`src/rtl/iir_pkg.sv`:
```
// rtl/iir_pkg.sv - shared widths, sample types and clamp limits for the IIR output quantizer
package iir_pkg;

    localparam int DEF_IN_W       = 64;
    localparam int DEF_OUT_W      = 16;
    localparam int DEF_FRAC_SHIFT = 16;

    typedef logic signed [DEF_IN_W-1:0]  iir_in_t;
    typedef logic signed [DEF_OUT_W-1:0] iir_out_t;

    localparam iir_out_t OUT_MAX = {1'b0, {(DEF_OUT_W-1){1'b1}}};
    localparam iir_out_t OUT_MIN = {1'b1, {(DEF_OUT_W-1){1'b0}}};

endpackage

```
`src/rtl/iir_output_quantizer_if.sv`:
```
// rtl/iir_output_quantizer_if.sv - filter-sample input and quantized-sample output handshakes
interface iir_output_quantizer_if #(
    parameter int IN_W  = iir_pkg::DEF_IN_W,
    parameter int OUT_W = iir_pkg::DEF_OUT_W
) ();

    logic                    in_valid;
    logic signed [IN_W-1:0]  data_in;
    logic                    out_valid;
    logic                    out_ready;
    logic signed [OUT_W-1:0] data_out;

    // Quantizer side: consumes filter samples, produces the output stream.
    modport slave (
        input  in_valid,
        input  data_in,
        input  out_ready,
        output out_valid,
        output data_out
    );

    // Environment side: the filter feeding us and the sink draining us.
    modport master (
        output in_valid,
        output data_in,
        output out_ready,
        input  out_valid,
        input  data_out
    );

endinterface

```
`src/rtl/iir_sync_fifo.sv`:
```
// rtl/iir_sync_fifo.sv - synchronous FIFO with occupancy, push accepted when full if a pop frees a slot
module iir_sync_fifo #(
    parameter int WIDTH = 16,
    parameter int DEPTH = 8
) (
    input  logic                       clk,
    input  logic                       rst,
    input  logic                       push,
    input  logic [WIDTH-1:0]           push_data,
    input  logic                       pop,
    output logic [WIDTH-1:0]           pop_data,
    output logic                       full,
    output logic                       empty,
    output logic [$clog2(DEPTH):0]     level
);

    localparam int PTR_W = $clog2(DEPTH);
    localparam logic [PTR_W:0] FULL_LEVEL = (PTR_W+1)'(DEPTH);

    logic [WIDTH-1:0] mem [DEPTH];
    logic [PTR_W-1:0] wr_ptr;
    logic [PTR_W-1:0] rd_ptr;
    logic             do_push;
    logic             do_pop;

    assign empty    = (level == '0);
    assign full     = (level == FULL_LEVEL);
    assign do_pop   = pop & ~empty;
    // A pop in the same cycle frees the slot the push needs.
    assign do_push  = push & (~full | do_pop);
    assign pop_data = empty ? '0 : mem[rd_ptr];

    // Storage array; contents are don't-care until written, head is masked when empty.
    always_ff @(posedge clk) begin
        if (do_push) begin
            mem[wr_ptr] <= push_data;
        end
    end

    // Pointers and occupancy; pointers wrap naturally at the power-of-2 depth.
    always_ff @(posedge clk) begin
        if (rst) begin
            wr_ptr <= '0;
            rd_ptr <= '0;
            level  <= '0;
        end else begin
            if (do_push) begin
                wr_ptr <= wr_ptr + 1'b1;
            end
            if (do_pop) begin
                rd_ptr <= rd_ptr + 1'b1;
            end
            if (do_push && !do_pop) begin
                level <= level + 1'b1;
            end else if (do_pop && !do_push) begin
                level <= level - 1'b1;
            end
        end
    end

endmodule

```
`src/rtl/iir_output_quantizer.sv`:
```
// rtl/iir_output_quantizer.sv - round, saturate and buffer 64-bit filter output into 16-bit samples
module iir_output_quantizer
    import iir_pkg::*;
#(
    parameter int IN_W       = DEF_IN_W,
    parameter int OUT_W      = DEF_OUT_W,
    parameter int FRAC_SHIFT = DEF_FRAC_SHIFT,
    parameter int FIFO_DEPTH = 8,
    parameter int CNT_W      = 16
) (
    input  logic                         clk,
    input  logic                         rst,
    iir_output_quantizer_if.slave        bus,
    input  logic                         clr_stats,
    output logic [$clog2(FIFO_DEPTH):0]  fifo_level,
    output logic [CNT_W-1:0]             sat_count,
    output logic [CNT_W-1:0]             drop_count
);

    // Half an output LSB, so the arithmetic shift below rounds ties toward +inf.
    localparam logic signed [IN_W:0] ROUND = ((IN_W+1)'(1) << FRAC_SHIFT) >> 1;
    // Clamp limits expressed at the widened stage-1 width for a direct signed compare.
    localparam logic signed [IN_W:0] Q_MAX = {{(IN_W+2-OUT_W){1'b0}}, {(OUT_W-1){1'b1}}};
    localparam logic signed [IN_W:0] Q_MIN = {{(IN_W+2-OUT_W){1'b1}}, {(OUT_W-1){1'b0}}};
    localparam logic [OUT_W-1:0]     SAT_HI = {1'b0, {(OUT_W-1){1'b1}}};
    localparam logic [OUT_W-1:0]     SAT_LO = {1'b1, {(OUT_W-1){1'b0}}};
    localparam logic [CNT_W-1:0]     CNT_MAX = '1;

    logic                    s1_valid;
    logic signed [IN_W:0]    s1_r;
    logic signed [IN_W:0]    q;
    logic                    q_hi;
    logic                    q_lo;
    logic [OUT_W-1:0]        q_sat;
    logic                    s2_valid;
    logic [OUT_W-1:0]        s2_data;
    logic                    fifo_full;
    logic                    fifo_empty;
    logic                    pop;
    logic                    drop;
    logic [OUT_W-1:0]        head;

    // Stage 1: add the rounding constant one bit wider so it can never wrap.
    always_ff @(posedge clk) begin
        if (rst) begin
            s1_valid <= 1'b0;
            s1_r     <= '0;
        end else begin
            s1_valid <= bus.in_valid;
            s1_r     <= $signed({bus.data_in[IN_W-1], bus.data_in}) + ROUND;
        end
    end

    // Drop the fractional bits and clamp to the signed output range.
    always_comb begin
        q     = s1_r >>> FRAC_SHIFT;
        q_hi  = (q > Q_MAX);
        q_lo  = (q < Q_MIN);
        q_sat = q[OUT_W-1:0];
        if (q_hi) begin
            q_sat = SAT_HI;
        end else if (q_lo) begin
            q_sat = SAT_LO;
        end
    end

    // Stage 2: register the quantized sample for the FIFO write.
    always_ff @(posedge clk) begin
        if (rst) begin
            s2_valid <= 1'b0;
            s2_data  <= '0;
        end else begin
            s2_valid <= s1_valid;
            s2_data  <= q_sat;
        end
    end

    assign pop  = bus.out_valid & bus.out_ready;
    assign drop = s2_valid & fifo_full & ~pop;

    iir_sync_fifo #(
        .WIDTH (OUT_W),
        .DEPTH (FIFO_DEPTH)
    ) u_fifo (
        .clk       (clk),
        .rst       (rst),
        .push      (s2_valid),
        .push_data (s2_data),
        .pop       (pop),
        .pop_data  (head),
        .full      (fifo_full),
        .empty     (fifo_empty),
        .level     (fifo_level)
    );

    assign bus.out_valid = ~fifo_empty;
    assign bus.data_out  = head;

    // Saturation counter: counted as the sample enters stage 2, sticky at all-ones.
    always_ff @(posedge clk) begin
        if (rst || clr_stats) begin
            sat_count <= '0;
        end else if (s1_valid && (q_hi || q_lo) && sat_count != CNT_MAX) begin
            sat_count <= sat_count + 1'b1;
        end
    end

    // Drop counter: samples refused by a full FIFO, sticky at all-ones.
    always_ff @(posedge clk) begin
        if (rst || clr_stats) begin
            drop_count <= '0;
        end else if (drop && drop_count != CNT_MAX) begin
            drop_count <= drop_count + 1'b1;
        end
    end

endmodule

```
`src/flat_wrapper.sv`:
```
// flat-port wrapper written by rule: the top's interface ports become plain ports
module iir_output_quantizer_flat import iir_pkg::*;
#(
    parameter int IN_W       = DEF_IN_W,
    parameter int OUT_W      = DEF_OUT_W,
    parameter int FRAC_SHIFT = DEF_FRAC_SHIFT,
    parameter int FIFO_DEPTH = 8,
    parameter int CNT_W      = 16
)
  (clk, rst, clr_stats, fifo_level, sat_count, drop_count, bus_in_valid, bus_data_in, bus_out_ready, bus_out_valid, bus_data_out);
  iir_output_quantizer_if #(.IN_W(IN_W), .OUT_W(OUT_W)) bus_i ();
  input  logic clk;
  input  logic rst;
  input  logic clr_stats;
  output logic [$clog2(FIFO_DEPTH):0] fifo_level;
  output logic [CNT_W-1:0] sat_count;
  output logic [CNT_W-1:0] drop_count;
  input wire logic [$bits(bus_i.in_valid)-1:0] bus_in_valid;
  input wire logic [$bits(bus_i.data_in)-1:0] bus_data_in;
  input wire logic [$bits(bus_i.out_ready)-1:0] bus_out_ready;
  output wire logic [$bits(bus_i.out_valid)-1:0] bus_out_valid;
  output wire logic [$bits(bus_i.data_out)-1:0] bus_data_out;
  assign bus_i.in_valid = bus_in_valid;
  assign bus_i.data_in = bus_data_in;
  assign bus_i.out_ready = bus_out_ready;
  assign bus_out_valid = bus_i.out_valid;
  assign bus_data_out = bus_i.data_out;
  iir_output_quantizer #(.IN_W(IN_W), .OUT_W(OUT_W), .FRAC_SHIFT(FRAC_SHIFT), .FIFO_DEPTH(FIFO_DEPTH), .CNT_W(CNT_W)) u_core (.clk(clk), .rst(rst), .bus(bus_i), .clr_stats(clr_stats), .fifo_level(fifo_level), .sat_count(sat_count), .drop_count(drop_count));
endmodule
```
`config.mk`:
```
export PLATFORM = sky130hd
export DESIGN_NAME = iir_output_quantizer_flat
export DESIGN_NICKNAME = d
export VERILOG_FILES = /design/src/rtl/iir_pkg.sv /design/src/rtl/iir_output_quantizer_if.sv /design/src/rtl/iir_sync_fifo.sv /design/src/rtl/iir_output_quantizer.sv /design/src/flat_wrapper.sv
export SDC_FILE = /design/constraint.sdc
export NUM_CORES = 1
export LEC_CHECK = 0
export CAP_MARGIN = 20
export CORE_UTILIZATION = 35
export DETAILED_ROUTE_END_ITERATION = 6
export SYNTH_ARGS = -nofsm -noshare
export SYNTH_HDL_FRONTEND = slang
export SYNTH_SLANG_ARGS = --single-unit
```
`constraint.sdc`:
```
create_clock -name clk -period 7.6 [get_ports clk]
set_input_delay 0.76 -clock clk [delete_from_list [all_inputs] [get_ports clk]]
set_output_delay 0.76 -clock clk [all_outputs]
set_load 0.05 [all_outputs]
```
Yosys cells after proc, flatten, opt, wreduce, memory -nomap -nowiden
Memories as Yosys holds them, arrays and structs flattened. A register that Yosys moved wholly into a read port is not among the register bits.
Cells that the tools add are included.
{"block": "classes", "n_addsub": 7, "magnitude_cmp": 2, "n_eq_ne": 3, "muxes": 9, "n_bitwise": 9, "reduce_logical": 12}
{"cell": "$add A64 B17 Y65 const B", "count": 1}
{"cell": "$gt A49 B16 Y1 const B", "count": 1}
{"cell": "$lt A49 B16 Y1 const B", "count": 1}
{"cell": "$add A16 B1 Y16 const B", "count": 2}
{"cell": "$mux W16", "count": 2}
{"cell": "$ne A16 B16 Y1 const B", "count": 2}
{"cell": "$mux W15", "count": 1}
{"cell": "$mux W4", "count": 2}
{"cell": "$add A3 B1 Y3 const B", "count": 2}
{"cell": "$mux W3", "count": 2}
{"cell": "$and A1 B1 Y1", "count": 5}
{"cell": "$logic_and A1 B1 Y1", "count": 5}
{"cell": "$add A4 B1 Y4 const B", "count": 1}
{"cell": "$eq A4 B4 Y1 const B", "count": 1}
{"cell": "$logic_not A4 Y1", "count": 1}
{"cell": "$sub A4 B1 Y4 const B", "count": 1}
{"cell": "$not A1 Y1", "count": 3}
{"cell": "$logic_not A1 Y1", "count": 2}
{"cell": "$logic_or A1 B1 Y1", "count": 2}
{"cell": "$mux W1", "count": 2}
{"cell": "$reduce_bool A2 Y1", "count": 1}
{"cell": "$reduce_or A2 Y1", "count": 1}
{"cell": "$or A1 B1 Y1", "count": 1}
{"block": "word_totals", "register_bits": 125, "ram_bits": 128, "out_inout_bits": 53, "word_cells": 53, "mem_count": 1}
{"memory": "u_core.u_fifo.mem", "words": 8, "word_bits": 16, "rd": 1, "rd_clocked_by_memory_dff": 1, "write_ports": 1, "line_no": "iir_sync_fifo.sv:20", "text": "logic [WIDTH-1:0] mem [DEPTH];"}

Logic depth before layout (Yosys ltp)
Gate-level depths: netlist of the first run.
{"block": "depth", "depth_word": 10, "mapped_depth": 11}

By module
From an unflattened synthesis of the first run, not the netlist that was laid out.
{"block": "unflattened", "hier_cells": 798, "area_unflattened_um2": 10065.9}
{"mod": "iir_sync_fifo", "instances": 1, "cells_each": 273, "area_each_um2": 5506.5}
{"mod": "iir_output_quantizer", "instances": 1, "cells_each": 525, "area_each_um2": 4559.4}

Least setup slack after synthesis of the first run
OpenSTA, ideal clock, no wires.
{"block": "synth_timing", "kind": "reg2reg", "start": "register u_core.u_fifo.level[0]", "end": "register u_core.u_fifo.level[3]", "arrival_ns": 3.380, "setup_slack_ns": 4.150, "path_stages_with_launch": 12, "n_path_buf": 0, "period_less_slack_ns": 3.450, "path_cell_list": "dfxtp_1 > nor4_1 > inv_1 > nand2_1 > ha_1 > inv_1 > ha_1 > a21o_1 > a21oi_1 > xnor2_1 > or3_1 > a21oi_1"}
{"block": "synth_via", "elab_chain_len": 9}
{"item": "start, declared", "line_no": "iir_sync_fifo.sv:14", "text": "output logic [$clog2(DEPTH):0] level"}
{"item": "start signal, assigned", "line_no": "iir_sync_fifo.sv:54", "text": "level <= level + 1'b1;"}
{"item": "start signal, assigned", "line_no": "iir_sync_fifo.sv:56", "text": "level <= level - 1'b1;"}
{"item": "$logic_not A4 Y1 (*)", "line_no": "iir_sync_fifo.sv:26", "text": "assign empty = (level == '0);"}
{"item": "$not A1 Y1 (*)", "line_no": "iir_output_quantizer.sv:96", "text": "assign bus.out_valid = ~fifo_empty;"}
{"item": "named net bus_out_valid", "line_no": "flat_wrapper.sv:21", "text": "output wire logic [$bits(bus_i.out_valid)-1:0] bus_out_valid;"}
{"item": "$and A1 B1 Y1", "line_no": "iir_output_quantizer.sv:78", "text": "assign pop = bus.out_valid & bus.out_ready;"}
{"item": "$and A1 B1 Y1 (*)", "line_no": "iir_sync_fifo.sv:28", "text": "assign do_pop = pop & ~empty;"}
{"item": "$or A1 B1 Y1", "line_no": "iir_sync_fifo.sv:30", "text": "assign do_push = push & (~full | do_pop);"}
{"item": "$and A1 B1 Y1", "line_no": "iir_sync_fifo.sv:30"}
{"item": "$logic_not A1 Y1", "line_no": "iir_sync_fifo.sv:55", "text": "end else if (do_pop && !do_push) begin"}
{"item": "$logic_and A1 B1 Y1", "line_no": "iir_sync_fifo.sv:55"}
{"item": "$reduce_bool A2 Y1 (no line)"}
The timed path passes the listed nets; every way through them passes the cells marked *. The select of a mux whose other input is x is not followed.
A chain may end at the register's enable or synchronous reset.

==> qor.yml, run 1 <==
route:
  via_count: 6304
  first_pass_iters: 5
  wl_per_cell_um: 15.5
  first_iter_violations: 380
  wl_mm: 20.2
  antenna_left: 0
  vias_per_cell: 4.85
  drc: 0
critical_path:
  cp_max_fo: 32
  cp-end-kind: "output pin"
  critical_path_arrival_ns: 2.99
  crit_slowest_cell: "clkdlybuf4s50_1"
  r2r_slack_ns: 4.90
  crit_type: "register to output pin"
  cpPeakStageDelay_ns: 0.70
  rr_endpoint: "u_core.u_fifo.level[3]"
  rr_startpoint: "u_core.u_fifo.level[0]"
  path_cells: "buf_4 -> mux4_2 -> mux2i_1 -> nor2_1 -> clkdlybuf4s50_1"
  worstSetupStartpointType: "register"
  r2r.worst_path.cells: 12
  required_ns: 6.84
sta:
  hold_violations: 0
  finClkSkew_ns: 0.0239
  setup_tns_ns: 0
  finalCritPeriodShare: 0.493
  relSlewSlack: 0.289
  setup-violations-final: 0
  worst_pin_slew_ns: 1.07
  grt_setup_unrepaired: "false"
  timing.final.crit_period_ns: 3.75
  fmax_mhz: 267
  timing.hold.ws_ns: 0.442
  slew_viol_final: 0
grt:
  antenna_found_initial: 0
  gr-total-overflow: 0
  grtUsageTotal: 0.141
  grt_max_degree: 81
  grt_pass1_vias: 6032
  grt_pass1_wl_mm: 31.9
yosys:
  ys_top_cells_by_area: "edfxtp_1 39%, dfxtp_1 23%, mux4_2 7.3%, nor2_1 3.9%, xor2_1 3.9%"
  synth_edf_count: 128
  syn-cell-area_um2: 9870
  yosysTopAreaCellShare: 0.389
  synth_flop_cell: "edfxtp_1"
  syn_nets: 869
  ys_seq_area_frac: 0.616
  avgSynthCellArea_um2: 12.5
  ys_types: 49
  synthCells: 791
  yosysTopAreaCell: "edfxtp_1"
  yosys_warnings: 0
  async_flop_share: 0
  ys_ff_latch: 240
hold_path:
  hp-start: "u_core.s1_r[17]"
  holdPathStages: 2
  hold_end: "u_core.s2_data[1]"
  hold_class: "register to register"
pwr:
  p_leak_uw: 0.00395
  p_int_uw: 2430
  clockPowerShare: 0.322
  switching_share: 0.315
  power_density_nw_per_um2: 291
  seq_power_share: 0.414
  combinationalPowerShare: 0.264
  ir_worst_vdd_uv: 187
  switchingPower_uw: 1120
finish:
  seqCellArea_um2: 6090
  fillCellCount: 2602
  multi_input_area_um2: 3660
  antenna_cells: 0
  stdcell_area_um2: 12200
  drive_gt1_frac: 0.116
  layout.nets: 982
  area_growth_syn_to_layout_pct: 23.7
  instances_no_fill: 1301
clock_tree:
  cts_resized: 0
  cts_sinks: 240
  cts_tree: "done"
  path_clk_slew_ns: 0.06
  post_cts_buffers: 0
  numCtsBuffers: 26
  clkLatencyLatePin_ns: 0.54
  hold_buffers: 0
  cts_root_buf: "clkbuf_16"
  htree_levels: 1
  clk_path_buf_depth: 3
floorplan:
  num_rows: 61
  die_h_um: 170
  die-area_um2: 28900
  start_util: 0.355
  ios: 122
  core_area_um2: 27800
  die_x_um: 170
place:
  port_buffers: 106
  place_congestion: 0.806
  placed_area_um2: 11400
  dp.cells: 1250
  dp_hpwl_mm: 13.1
run_status:
  run_status: "completed"
run:
  drv_cap: 0
==> metal layers <==
layer,vias up,global-route usage,wire (um)
met3,26,0.0191,1020
met4,0,0.0380,328
met5,-,0,0
met1,2999,0.193,9320
li1,3135,-,-
met2,144,0.235,9550
==> synthesized netlist by cell type (13+ instances only) <==
library cell / instances
edfxtp_1: 128
dfxtp_1: 112
nor2_1: 103
nand2_1: 57
xor2_1: 44
a21oi_1: 40
nand3_1: 36
mux4_2: 32
nand4_1: 28
clkbuf_1: 24
xnor2_1: 19
mux2i_1: 18
or3_1: 17
nor3_1: 14
inv_1: 13
==> critical path: cells and delay by family (launching register included) <==
| kind | cells | cell delay, ns |
|---|---|---|
| buf+inv | 2 | 1.21 |
| mux | 2 | 0.84 |
| flops | 1 | 0.31 |
| simple gates | 1 | 0.07 |
==> sequential cells by signal, summed over array words and instances, names as in the netlist, named ones only <==
register	flops
u_core.s2_data	16
u_core.drop_count	16
u_core.sat_count	16
u_core.u_fifo.mem	128
u_core.u_fifo.rd_ptr	3
u_core.u_fifo.wr_ptr	3
u_core.s2_valid	1
u_core.s1_valid	1
u_core.s1_r	49
u_core.u_fifo.level	4
==> placed cells by master (no fill, tap or decap), types with 3 or more instances in the layout <==
| master | Yosys | final |
|---|---|---|
| nand2_1 | 57 | 57 |
| and4_1 | 9 | 9 |
| or3_1 | 17 | 17 |
| clkbuf_1 | 24 | 4 |
| o21ai_0 | 10 | 10 |
| inv_1 | 13 | 13 |
| or4_1 | 5 | 5 |
| clkbuf_16 | 0 | 26 |
| edfxtp_1 | 128 | 128 |
| nand2b_1 | 5 | 5 |
| xnor2_1 | 19 | 19 |
| mux4_2 | 32 | 32 |
| clkinv_1 | 0 | 6 |
| clkinvlp_4 | 0 | 4 |
| nand3_1 | 36 | 36 |
| nor3_1 | 14 | 12 |
| ha_1 | 8 | 8 |
| mux2i_1 | 18 | 18 |
| xor2_1 | 44 | 44 |
| clkdlybuf4s50_1 | 0 | 105 |
| and4_4 | 3 | 3 |
| o21ai_1 | 9 | 9 |
| nor2_2 | 0 | 6 |
| nor4_1 | 12 | 11 |
| a21oi_1 | 40 | 40 |
| and3_1 | 7 | 7 |
| nor2_1 | 103 | 97 |
| dfxtp_1 | 112 | 110 |
| buf_4 | 1 | 5 |
| nor2b_1 | 4 | 4 |
| nand4_1 | 28 | 28 |
==> worst max path at each step <==
stage | start | end | slack [ns] | depth (start not counted)
2_1_floorplan | u_core.u_fifo.level[0] | u_core.u_fifo.level[3] | 4.15 | 11
3_3_place_gp | bus_out_ready | u_core.u_fifo.mem[2][10] | 4.19 | 5
3_5_place_dp | bus_out_ready | u_core.u_fifo.mem[4][10] | 4.16 | 5
4_1_cts | register | bus_data_out[5] | 3.79 | 5
5_1_grt | register | bus_data_out[1] | 3.65 | 5
6_report | register | bus_data_out[5] | 3.85 | 5
==> kinds of logic (layout without fill, tap and decap cells) <==
family                     after synthesis  after routing  share of synthesized area
xor gates and xnor gates                63             63                     0.0559
muxes                                   50             50                     0.0912
AOI/OAI and AO/OA                       69             69                     0.0380
DFF                                    240            240                      0.616
buffers and inverters                   43            175                     0.0179
and+or+nand+nor                        317            317                      0.169
adders and majority gates                9              9                     0.0122
==> stage by stage <==
step / power (uW) / utilization / setup WS [ns]
6_report: 3550 / 0.440 / 3.85
5_1_grt: 3710 / 0.440 / 3.65
4_1_cts: 3600 / 0.438 / 3.79
3_5_place_dp: 2450 / 0.409 / 4.16
3_3_place_gp: 2450 / 0.409 / 4.19
2_1_floorplan: 2150 / - / 4.15
==> power by group through the flow <==
stage | logic [uW] | clock network (uW) | registers [uW]
2_1_floorplan | 640 | 0 | 1510
3_5_place_dp | 954 | 0 | 1500
3_3_place_gp | 948 | 0 | 1500
4_1_cts | 956 | 1170 | 1470
5_1_grt | 1010 | 1230 | 1480
6_report | 937 | 1140 | 1470
==> final cells by class <==
cell class / instances / share of cell area
clock buffers: 31 / 0.0556
multi-input cells: 508 / 0.300
repair buffers: 115 / 0.0939
inverters: 13 / 0.00400
well taps: 378 / 0.0387
clock inverters: 16 / 0.00943
flip-flops and latches: 240 / 0.499
Power figures use the tool's default switching activity.
==> inputs of run 2 (changes only) <==
==> constraint.sdc (replaced) <==
create_clock -name clk -period 3.4 [get_ports clk]
set_input_delay 0.34 -clock clk [delete_from_list [all_inputs] [get_ports clk]]
set_output_delay 0.34 -clock clk [all_outputs]
set_load 0.05 [all_outputs]
==> qor.yml, run 2 (synthesized netlist as in run 1, its figures left out) <==
sta:
  worst_pin_slew_ns: 0.757
  grt_setup_unrepaired: "false"
  setup_tns_ns: 0
  hold_violations: 0
  relSlewSlack: 0.492
  slew_viol_final: 0
  timing.final.crit_period_ns: 3.16
  timing.hold.ws_ns: 0.172
  finalCritPeriodShare: 0.929
  fmax_mhz: 317
  finClkSkew_ns: 0.0139
  setup-violations-final: 0
grt:
  met1_usage: 0.194
  grt_max_degree: 41
  antenna_found_initial: 0
  use_met2: 0.242
  gr-total-overflow: 0
  grt_pass1_wl_mm: 32.8
  grtUsageTotal: 0.145
  use_met3: 0.0249
  grt_pass1_vias: 6239
  top_usage_layer: "met2"
pwr:
  p_int_uw: 5720
  seq_power_share: 0.401
  ir_worst_vdd_uv: 311
  clockPowerShare: 0.335
  combinationalPowerShare: 0.263
  switchingPower_uw: 2490
  switching_share: 0.303
  p_leak_uw: 0.00408
  power_density_nw_per_um2: 666
route:
  wl_mm: 20.6
  via_count: 6397
  first_pass_iters: 5
  antenna_left: 0
  drc: 0
  wl_per_cell_um: 15.7
  vias_per_cell: 4.87
  first_iter_violations: 357
clock_tree:
  cts_tree: "done"
  htree_levels: 1
  cts_sinks: 240
  clk_path_buf_depth: 3
  clkLatencyLatePin_ns: 0.52
  hold_buffers: 0
  path_clk_slew_ns: 0.06
  numCtsBuffers: 25
  cts_root_buf: "clkbuf_16"
  post_cts_buffers: 0
place:
  dp_hpwl_mm: 13.8
  place_congestion: 0.790
  dp.cells: 1267
  port_buffers: 106
run:
  drv_cap: 0
critical_path:
  cpPeakStageDelay_ns: 0.71
  critPathTopFamily: "buffers and inverters"
  worstSetupStartpointType: "register"
  rr_startpoint: "u_core.u_fifo.level[0]"
  required_ns: 3.06
  crit_buf_inv: 2
  path_cells: "buf_12 -> mux4_2 -> mux2i_1 -> nor2_1 -> clkdlybuf4s50_1"
  rr_endpoint: "u_core.u_fifo.level[3]"
  r2r_slack_ns: 0.88
  crit_slowest_cell: "clkdlybuf4s50_1"
  cp-end-kind: "output pin"
  r2r.worst_path.cells: 11
  cp_max_fo: 18
  critical_path_arrival_ns: 2.82
  endpoint: "bus_data_out[2]"
  worstSetupPathDepth: 5
  crit_type: "register to output pin"
hold_path:
  holdPathStages: 2
  hold_class: "input pin to register"
finish:
  area_growth_syn_to_layout_pct: 24.8
  largest_reg_flops: 128
  top_register: "u_core.u_fifo.mem"
  most-common-layout-cells: "128 x edfxtp_1, 111 x dfxtp_1, 104 x clkdlybuf4s50_1"
  layout_commonest_cell: "edfxtp_1"
  drive_gt1_frac: 0.118
  largestRegisters: "u_core.u_fifo.mem: 128 flops, u_core.s1_r: 49 flops"
  layout.nets: 994
  antenna_cells: 0
  instances_no_fill: 1313
  post-route-util: 0.444
floorplan:
  start_util: 0.355
  num_rows: 61
  die-area_um2: 28900
  die_h_um: 170
  die_x_um: 170
  ios: 122
  core_area_um2: 27800
run_status:
  run_status: "completed"
-- run 2: area by class of cell --
type | instances | area, um^2
tap | 378 | 473
inverter | 13 | 48.8
timing repair buffer | 128 | 1240
clock buffer | 33 | 666
fill | 2605 | 15500
sequential | 240 | 6090
clock inverter | 13 | 169
multi-input combinational | 508 | 3640
-- run 2: through the flow --
stage	instance area, um^2	setup WS [ns]	power (uW)
detailed placement	11500	0.616	5560
global route	12300	0.0444	8570
global placement	11500	0.681	5540
floorplan	9880	0.247	4810
finish	12300	0.241	8210
CTS	12300	0.148	8330
-- run 2: metal layers --
layer / wire (um) / vias up
met5: 0 / -
li1: - / 3171
met2: 9710 / 129
met4: 350 / 0
met3: 987 / 29
met1: 9540 / 3068
-- run 2: power by group through the flow --
stage                     Sequential, uW  Combinational (uW)  Clock, uW
final                               3290                2160       2750
after global routing                3320                2320       2940
after global placement              3360                2180          0
after floorplan                     3370                1440          0
after detailed placement            3360                2200          0
after CTS                           3300                2200       2820
-- run 2: how the worst min path moves through the flow --
stage                                         to            start  slack (ns)
final                     u_core.u_fifo.level[0]              rst        0.17
after global routing                    register              rst        0.17
after CTS                               register              rst        0.16
after detailed placement      u_core.s2_data[11]  u_core.s1_r[27]        0.43
after global placement         u_core.s2_data[5]  u_core.s1_r[21]        0.43
after floorplan                u_core.s2_data[0]  u_core.s1_r[16]        0.42
-- run 2: what timing repair did --
item	in CTS	in global routing
resized for setup	0	1
endpoints found under the hold margin	0	0
endpoints found under the setup margin	0	1
